--- config.mk ---
export PLATFORM = sky130hd
export DESIGN_NAME = braille_cell_composer
export DESIGN_NICKNAME = d
export VERILOG_FILES = /design/src/rtl/braille_cell_composer_pkg.sv /design/src/rtl/braille_cell_lifo_fifo.sv /design/src/rtl/braille_cell_composer.sv
export SDC_FILE = /design/constraint.sdc
export NUM_CORES = 1
export LEC_CHECK = 0
export ABC_AREA = 0
export BUFFER_PORTS_ARGS = -buffer_cell sky130_fd_sc_hd__buf_4
export CORE_MARGIN = 2
export CORE_UTILIZATION = 45
export CTS_BUF_LIST = sky130_fd_sc_hd__clkbuf_8
export DETAILED_ROUTE_END_ITERATION = 10
export SLEW_MARGIN = 20
export SYNTH_ARGS = -nofsm -noshare
export SYNTH_HDL_FRONTEND = slang
export SYNTH_SLANG_ARGS = --single-unit
--- constraint.sdc ---
create_clock -name clk -period 5.3 [get_ports clk]
set_clock_uncertainty 0.1 [all_clocks]
set_input_delay 0.53 -clock clk [delete_from_list [all_inputs] [get_ports clk]]
set_output_delay 0.53 -clock clk [all_outputs]
set_load 0.03 [all_outputs]
--- src/rtl/braille_cell_composer_pkg.sv ---
// Shared types and constants for the Braille cell composer.
// Holds the editor state encoding and the cell geometry.
package braille_cell_composer_pkg;

    localparam int CELL_W = 6;
    localparam logic [CELL_W-1:0] SPACE_CELL = '0;

    typedef enum logic {
        S_BLANK = 1'b0,
        S_EDIT  = 1'b1
    } state_t;

endpackage

--- src/rtl/braille_cell_lifo_fifo.sv ---
// Committed-cell store: FIFO at the head, with a tail "unpush" so the
// newest entry can be withdrawn by backspace. Flush empties it in one cycle.
module braille_cell_lifo_fifo
    import braille_cell_composer_pkg::*;
#(
    parameter int DEPTH = 8
) (
    input  logic                     clk,
    input  logic                     reset_n,
    input  logic                     push,
    input  logic [CELL_W-1:0]        wdata,
    input  logic                     pop,
    input  logic                     unpush,
    input  logic                     flush,
    output logic [CELL_W-1:0]        rdata,
    output logic [$clog2(DEPTH):0]   count
);

    localparam int PW = $clog2(DEPTH);
    localparam int CW = PW + 1;

    logic [CELL_W-1:0] mem [DEPTH];
    logic [PW-1:0]     head;
    logic [PW-1:0]     tail;
    logic [CW-1:0]     count_nxt;

    assign rdata = mem[head];

    always_comb begin
        count_nxt = count
                  + {{PW{1'b0}}, push}
                  - {{PW{1'b0}}, pop}
                  - {{PW{1'b0}}, unpush};
    end

    always_ff @(posedge clk) begin
        if (push && !flush)
            mem[tail] <= wdata;
    end

    always_ff @(posedge clk or negedge reset_n) begin
        if (!reset_n) begin
            head  <= '0;
            tail  <= '0;
            count <= '0;
        end else if (flush) begin
            head  <= '0;
            tail  <= '0;
            count <= '0;
        end else begin
            if (pop)
                head <= head + 1'b1;
            if (push)
                tail <= tail + 1'b1;
            else if (unpush)
                tail <= tail - 1'b1;
            count <= count_nxt;
        end
    end

endmodule

--- src/rtl/braille_cell_composer.sv ---
// Six-dot Braille cell editor: dots toggle the working cell, enter commits
// it into a small buffer drained by a valid/ready consumer.
module braille_cell_composer
    import braille_cell_composer_pkg::*;
#(
    parameter int DEPTH = 8
) (
    input  logic                   clk,
    input  logic                   reset_n,
    input  logic [5:0]             i_dot,
    input  logic                   i_enter,
    input  logic                   i_bksp,
    input  logic                   i_clear,
    output logic [5:0]             o_cell,
    output logic [5:0]             o_data,
    output logic                   o_valid,
    input  logic                   i_ready,
    output logic [$clog2(DEPTH):0] o_count,
    output logic                   o_full,
    output logic                   o_overflow
);

    localparam int CW = $clog2(DEPTH) + 1;
    localparam logic [CW-1:0] FULL_CNT = CW'(DEPTH);
    localparam logic [CW-1:0] ONE_CNT  = CW'(1);

    state_t            state;
    logic [CELL_W-1:0] cell_nxt;
    logic              ovf_nxt;
    logic              pop_req;
    logic              pop;
    logic              push;
    logic              unpush;
    logic              flush;

    assign o_valid = (o_count != '0);
    assign o_full  = (o_count == FULL_CNT);
    assign pop_req = o_valid & i_ready;

    always_comb begin
        cell_nxt = o_cell;
        ovf_nxt  = 1'b0;
        pop      = pop_req;
        push     = 1'b0;
        unpush   = 1'b0;
        flush    = 1'b0;
        if (i_clear) begin
            cell_nxt = SPACE_CELL;
            flush    = 1'b1;
            pop      = 1'b0;
        end else if (i_bksp) begin
            if (state == S_EDIT)
                cell_nxt = SPACE_CELL;
            // a lone entry being popped this cycle is already gone
            else if (o_valid && !(o_count == ONE_CNT && pop_req))
                unpush = 1'b1;
        end else if (i_enter) begin
            if (!o_full || pop_req) begin
                push     = 1'b1;
                cell_nxt = SPACE_CELL;
            end else begin
                ovf_nxt = 1'b1;
            end
        end else begin
            cell_nxt = o_cell ^ i_dot;
        end
    end

    always_ff @(posedge clk or negedge reset_n) begin
        if (!reset_n) begin
            state      <= S_BLANK;
            o_cell     <= SPACE_CELL;
            o_overflow <= 1'b0;
        end else begin
            state      <= (cell_nxt != SPACE_CELL) ? S_EDIT : S_BLANK;
            o_cell     <= cell_nxt;
            o_overflow <= ovf_nxt;
        end
    end

    braille_cell_lifo_fifo #(
        .DEPTH (DEPTH)
    ) u_store (
        .clk     (clk),
        .reset_n (reset_n),
        .push    (push),
        .wdata   (o_cell),
        .pop     (pop),
        .unpush  (unpush),
        .flush   (flush),
        .rdata   (o_data),
        .count   (o_count)
    );

endmodule
### Yosys cells after proc, flatten, opt, wreduce, memory -nomap -nowiden

Memory sizes are Yosys's and may differ from the RTL's.
Cells that the tools add are included.

* bitwise logic cells: 2
* mux-type cells: 28
* equality and inequality tests: 2
* add/subtract/negate cells: 6
* reduce and logical (&&, ||, !) cells: 11

Operator list (number)
* $mux 6: 5
* $mux 1: 17
* $mux 3: 5
* $sub 4x1->4: 2
* $add 3x1->3 const B: 2
* $reduce_bool 6->1: 1
* $xor 6x6->6: 1
* $add 4x1->4: 1
* $eq 4x1->1 const B: 1
* $eq 4x4->1 const B: 1
* $mux 4: 1
* $reduce_bool 4->1: 1
* $logic_and 1x1->1: 3
* $logic_not 1->1: 3
* $reduce_bool 3->1: 1
* $sub 3x1->3 const B: 1
* $reduce_bool 2->1: 1
* $and 1x1->1: 1
* $logic_or 1x1->1: 1

* output and inout bits: 19
* input bits: 12
* memory bits (writable): 48
* word-level logic and storage cells: 56
* memories kept: 1
* bits in registers: 18

Memory list
* u_store.mem: depth 8, width 6, read ports 1, clocked after memory_dff 0, write ports 1, line braille_cell_lifo_fifo.sv:22 `logic [CELL_W-1:0] mem [DEPTH];`

### Longest topological paths before layout

* word-level depth: 12
* gate-level depth with buffers: 13
* depth with buffers taken out: 13

### By module

A second synthesis with hierarchy kept.

* cell total of the unflattened synthesis: 183
* area total of the unflattened synthesis: 2930.3 µm²

Modules (own cells, without submodules)
* braille_cell_lifo_fifo: area an instance 2446.1 µm², cells each 131, seq. area each 1691.6 µm², instances 1
* braille_cell_composer: area an instance 484.2 µm², cells each 52, seq. area each 200.2 µm², instances 1

### Least setup slack after synthesis

Ideal clock, no wire load.

* path kind: register to register
* start point: reg u_store.count[2]
* end point: reg u_store.count[3]
* path slack: 2.186 ns
* setup time: 0.132 ns
* arrival time: 2.882 ns
* buffers on the path: 0
* data required time: 5.068 ns
* cell stages (with the launch flop): 14
* cells stage by stage: dfrtp_1 -> inv_1 -> ha_1 -> nand3_1 -> nand2_1 -> nor2_1 -> fa_1 -> ha_1 -> inv_1 -> ha_1 -> inv_1 -> fa_1 -> xnor2_1 -> nor2_1

* word-level cells in the longest chain between the ends: 11
* elaborated cells on any way between the ends: 22
* those cells by class: add/sub: 3; eq/ne: 2; mux: 10; bitwise: 1; reduce/logical: 6

RTL lines
* start, declared: line braille_cell_lifo_fifo.sv:16 `output logic [$clog2(DEPTH):0] count`
* start signal, assigned: line braille_cell_lifo_fifo.sv:57 `count <= count_nxt;`
* $reduce_bool 4->1 *: line braille_cell_composer.sv:36 `assign o_valid = (o_count != '0);`
* via o_valid: line braille_cell_composer.sv:16 `output logic o_valid,`
* $and 1x1->1: line braille_cell_composer.sv:38 `assign pop_req = o_valid & i_ready;`
* $logic_or 1x1->1 / $logic_and 1x1->1 (equally long branches): line braille_cell_composer.sv:58, braille_cell_composer.sv:55
* $mux 1 / $logic_not 1->1 (equally long branches): line braille_cell_composer.sv:58, braille_cell_composer.sv:55
* $mux 1 / $logic_and 1x1->1 (equally long branches): line braille_cell_composer.sv:57, braille_cell_composer.sv:55
* $mux 1 (on tied branches): line braille_cell_composer.sv:51, braille_cell_composer.sv:55
* $mux 1 (on tied branches): line braille_cell_composer.sv:47, braille_cell_composer.sv:52
* $add 4x1->4 / $mux 1 (equally long branches): line braille_cell_lifo_fifo.sv:31, braille_cell_composer.sv:51
* $sub 4x1->4 / $mux 1 (equally long branches): line braille_cell_lifo_fifo.sv:32, braille_cell_composer.sv:47
* $sub 4x1->4 *: line braille_cell_lifo_fifo.sv:33 `- {{PW{1'b0}}, unpush};`
* $mux 4 *: line braille_cell_lifo_fifo.sv:46 `end else if (flush) begin`

Mark *: on every way through the listed nets, which the timed path passes. The rest lies on a longest branch.
A chain may end at the register's enable or synchronous reset.

### Worst setup path after layout

* start point: reg u_store.count[2]
* end point: reg u_store.count[3]

* word-level cells in the longest chain between the ends: 11
* elaborated cells on any way between the ends: 22
* those cells by class: add/sub: 3; eq/ne: 2; mux: 10; bitwise: 1; reduce/logical: 6

RTL lines (line)
* $eq 4x4->1 / $reduce_bool 4->1 (equally long branches): braille_cell_composer.sv:37, braille_cell_composer.sv:36
* $logic_not 1->1 / $and 1x1->1 (equally long branches): braille_cell_composer.sv:58, braille_cell_composer.sv:38
* $logic_or 1x1->1 / $logic_and 1x1->1 (equally long branches): braille_cell_composer.sv:58, braille_cell_composer.sv:55
* $mux 1 / $logic_not 1->1 (equally long branches): braille_cell_composer.sv:58, braille_cell_composer.sv:55
* $mux 1 / $logic_and 1x1->1 (equally long branches): braille_cell_composer.sv:57, braille_cell_composer.sv:55
* $mux 1 (on tied branches): braille_cell_composer.sv:51, braille_cell_composer.sv:55
* $mux 1 (on tied branches): braille_cell_composer.sv:47, braille_cell_composer.sv:52
* $add 4x1->4 / $mux 1 (equally long branches): braille_cell_lifo_fifo.sv:31, braille_cell_composer.sv:51
* $sub 4x1->4 / $mux 1 (equally long branches): braille_cell_lifo_fifo.sv:32, braille_cell_composer.sv:47
* $sub 4x1->4 *: braille_cell_lifo_fifo.sv:33
* $mux 4 *: braille_cell_lifo_fifo.sv:46

Every way passes the cells marked *; elsewhere a longest branch is shown, timed or not.

==> results by group <==
Worst hold path
  • Hold endpoint: u_store.head[1]$_DFFE_PN0P_
  • Worst hold path depth: 3
  • Start point of the worst hold path: i_ready
  • Worst Hold Class: input pin to flip-flop

Floorplan
  • IO Count: 31
  • DIE HEIGHT: 85.96 microns
  • Site Rows: 29
  • Initial Util: 47.07%
  • Core area: approximately 6400 sq um
  • Die Width: about 86 microns
  • Die footprint: roughly 7400 sq um

Place
  • Count of input and output buffers: 30
  • GPL Wtd Cong: just over 0.8
  • Placed insts: roughly 310
  • Post-DP HPWL: 3703 microns
  • Worst slack, placed: approximately 2300 ps

STA
  • Slew margin rel.: approximately 33%
  • Min Tclk post-route: between 2000 and 3000 ps
  • Final Max Slew Viols: 0
  • Worst setup margin: 2310 ps
  • Setup TNS: 0 ps
  • Final setup vio count: 0
  • Fin. Hold Viols: 0
  • WHS: between 300 and 400 ps
  • Fmax: 334.4 MHz
  • Period utilization: a little under three fifths
  • Least-Margin Pin Slew: about 1000 ps
  • RSZ-0062 raised after global routing: no

Synth
  • Synth area leader: edfxtp_1
  • Avg Cell Area, Syn: 14.60 sq um
  • Cell variety after synth: 34
  • Post-Synthesis Cells: 207
  • Mapped Area: around 3000 sq um
  • Syn_nets: around 230
  • EDFF count, synth: 48
  • Yosys warnings: 0
  • Post-synth ARST share: around 27%
  • Area share of the largest cell type after synthesis: 47.68%
  • Ranking of synthesized cells by area: edfxtp_1, dfrtp_1, mux4_2, xnor2_1, ha_1
  • Sequential share of the synthesized area: between 60% and 70%
  • Post-synthesis register bit count: 66
  • Prevailing post-synth register cell: edfxtp_1

Layout
  • Register area: 1892 sq um
  • Non-filler cells, final: 328
  • Multi-input gate area: about 1100 sq um
  • Share of layout cells above drive strength 1: between 20% and 30%
  • Synthesis-to-finish area growth: 16.06%
  • Fillcell total: 543
  • Ant. Diodes: 0
  • Final #Nets: around 270

GRT
  • Initial antenna violation count: 0
  • Number of global-route vias before repair: about 1700
  • Global-route wire length before repair: about 9100 microns
  • GR Util All Layers: 16.47%
  • Remaining Overflow, GRT: 0
  • Largest net degree at the start of global routing: 19

Setup path
  • CP startpoint: u_store.count[2]$_DFF_PN0_
  • Setup crit end kind: flip-flop
  • CP Launch Type: flip-flop
  • CP arrival: between 3000 and 4000 ps
  • Worst Path Class, Setup: flip-flop to flip-flop
  • Crit-path cells: inv_1 > ha_1 > or3b_4 > o211ai_4 > fa_1 > inv_1 > ha_1 > ha_1 > inv_1 > fa_1 > xnor2_1 > nor2_1
  • Worst EP required: between 5000 and 6000 ps
  • CP delay by family, top: adder cells
  • Worst path max stage delay: between 400 and 500 ps
  • Worst-path fanout max: 7
  • Worst reg2reg path depth: 12
  • Critical-path top delay cell: fa_1
  • RR Endpoint: u_store.count[3]$_DFF_PN0_
  • Reg2Reg Setup Slack: between 2000 and 2500 ps
  • WP buf/inv: 3
  • Reg-to-Reg Start: u_store.count[2]$_DFF_PN0_

CTS
  • CTS tree: yes
  • Setup Fix Bufs, Post-CTS: 0
  • CTS clock-pin slew for the worst setup and hold paths: around 70 ps
  • CTS Root Cell: clkbuf_8
  • Num CTS Buffers: 9
  • Clock Path Buffers: 2
  • CTS sink count: 66
  • Htree depth: 3
  • Skew-Pair Late Insertion Delay: 330 ps

Job
  • Max cap viols: 0

Power
  • Switch share: about 33%
  • Pint: ~1 mW
  • Comb pwr share: between 30% and 40%
  • Static leakage power: 1.340 nW
  • PD cells: 414.4 nW/um^2
  • P_sw: 0.4784 mW
  • Clk pwr share: 23.0%
  • Pwr Total: approximately 1.5 mW
  • Reg power frac: between 40% and 50%
  • Peak VDD IR: roughly 0.2 mV

Detailed routing
  • Via count: roughly 1800
  • Antenna viol nets, final: 0
  • WL/cell: 16.45 microns
  • Average vias per placed instance: 5.396
  • DRT Pass-1 Iters: 4
  • 1st-iter DRT viols: 94
  • Post-route DRC violation count: 0
  • WL final: roughly 5400 microns

Outcome
  • Status: complete, no violations
[cell usage after synthesis (6+ instances only)]
| cell type | instances |
|---|---|
| nor3_1 | 6 |
| edfxtp_1 | 48 |
| inv_1 | 12 |
| dfrtp_1 | 18 |
| mux4_2 | 12 |
| xnor2_1 | 10 |
| nor2b_1 | 8 |
| nor2_1 | 16 |
| nand2_1 | 13 |
| mux2_2 | 6 |
| ha_1 | 6 |
| o21ai_0 | 13 |
[worst max path at each step]
stage / slack (ps) / end / depth (start not counted)
finish: 2310 / u_store.count[3]$_DFF_PN0_ / 12
global route: 2090 / u_store.count[3]$_DFF_PN0_ / 12
CTS: 2290 / u_store.count[3]$_DFF_PN0_ / 12
detailed placement: 2320 / u_store.count[3]$_DFF_PN0_ / 12
global placement: 2360 / u_store.count[3]$_DFF_PN0_ / 12
floorplan: 2190 / u_store.count[3]$_DFF_PN0_ / 13
[tightest hold or removal path, delay by kind of cell]
kind                   cells  cell delay (ps)
buffers and inverters      1              130
AND/OR/NAND/NOR            1               60
AO/OA/AOI/OAI              1               50
[metrics by stage]
step	utilization, %	cell area, sq um
after global placement	52.06	3343
after detailed placement	52.06	3343
final	54.63	3508
after floorplan	-	3023
after global routing	54.63	3508
after CTS	54.63	3508
[flip-flops by register name (all words and copies together), names as in the netlist]
signal         count
u_store.tail       3
u_store.head       3
o_cell             6
state              1
u_store.mem       48
o_overflow         1
u_store.count      4
[cell families (layout without fill, tap and decap cells)]
logic type	after synthesis	in the layout	synth area share [%]
AOI/OAI and AO/OA	25	25	5.629
muxes	18	18	11.18
adders and majority gates	9	9	4.470
buffers and inverters	18	62	2.276
DFF	66	66	62.58
and+or+nand+nor	58	58	9.851
xor gates and xnor gates	13	13	4.015
[cell usage in the layout, fill, tap and decap left out, drive strengths merged, types with 4 or more instances in the layout]
cell type,count
xnor2,10
nor3,6
dfrtp,18
a31oi,4
nor2b,8
nand3,4
mux2,6
o21ai,13
edfxtp,48
mux4,12
inv,15
nor2,16
buf,33
nand2,13
clkbuf,9
ha,6
[per-layer routing]
metal | GRT usage, % | vias to the layer above | share of wire, %
met5 | 0 | - | 0
met4 | 7.359 | 0 | 1.4
met3 | 2.887 | 8 | 3.7
met2 | 25.23 | 41 | 48
met1 | 23.18 | 873 | 47
li1 | - | 848 | -
[what timing repair did]
item	in CTS	in global routing
gates resized for setup	0	0
setup endpoints to repair	0	0
hold buffers	1	0
endpoints found under the hold margin	18	0
[area by class of cell]
type / count / area share (%)
flip-flops and latches: 66 / 53.92
inverters: 12 / 1.284
multi-input cells: 123 / 30.28
clock inverters: 7 / 0.8916
clock buffers: 9 / 3.531
repair buffers: 34 / 7.347
well taps: 77 / 2.746
[power by group through the flow]
| stage | Sequential, mW | Clock (mW) | Combinational, mW |
|---|---|---|---|
| floorplan | 0.665 | 0 | 0.336 |
| global placement | 0.684 | 0 | 0.447 |
| detailed placement | 0.686 | 0 | 0.448 |
| CTS | 0.674 | 0.345 | 0.452 |
| global route | 0.686 | 0.367 | 0.493 |
| finish | 0.672 | 0.335 | 0.447 |
Note: power is estimated with default switching activity, not from simulation.
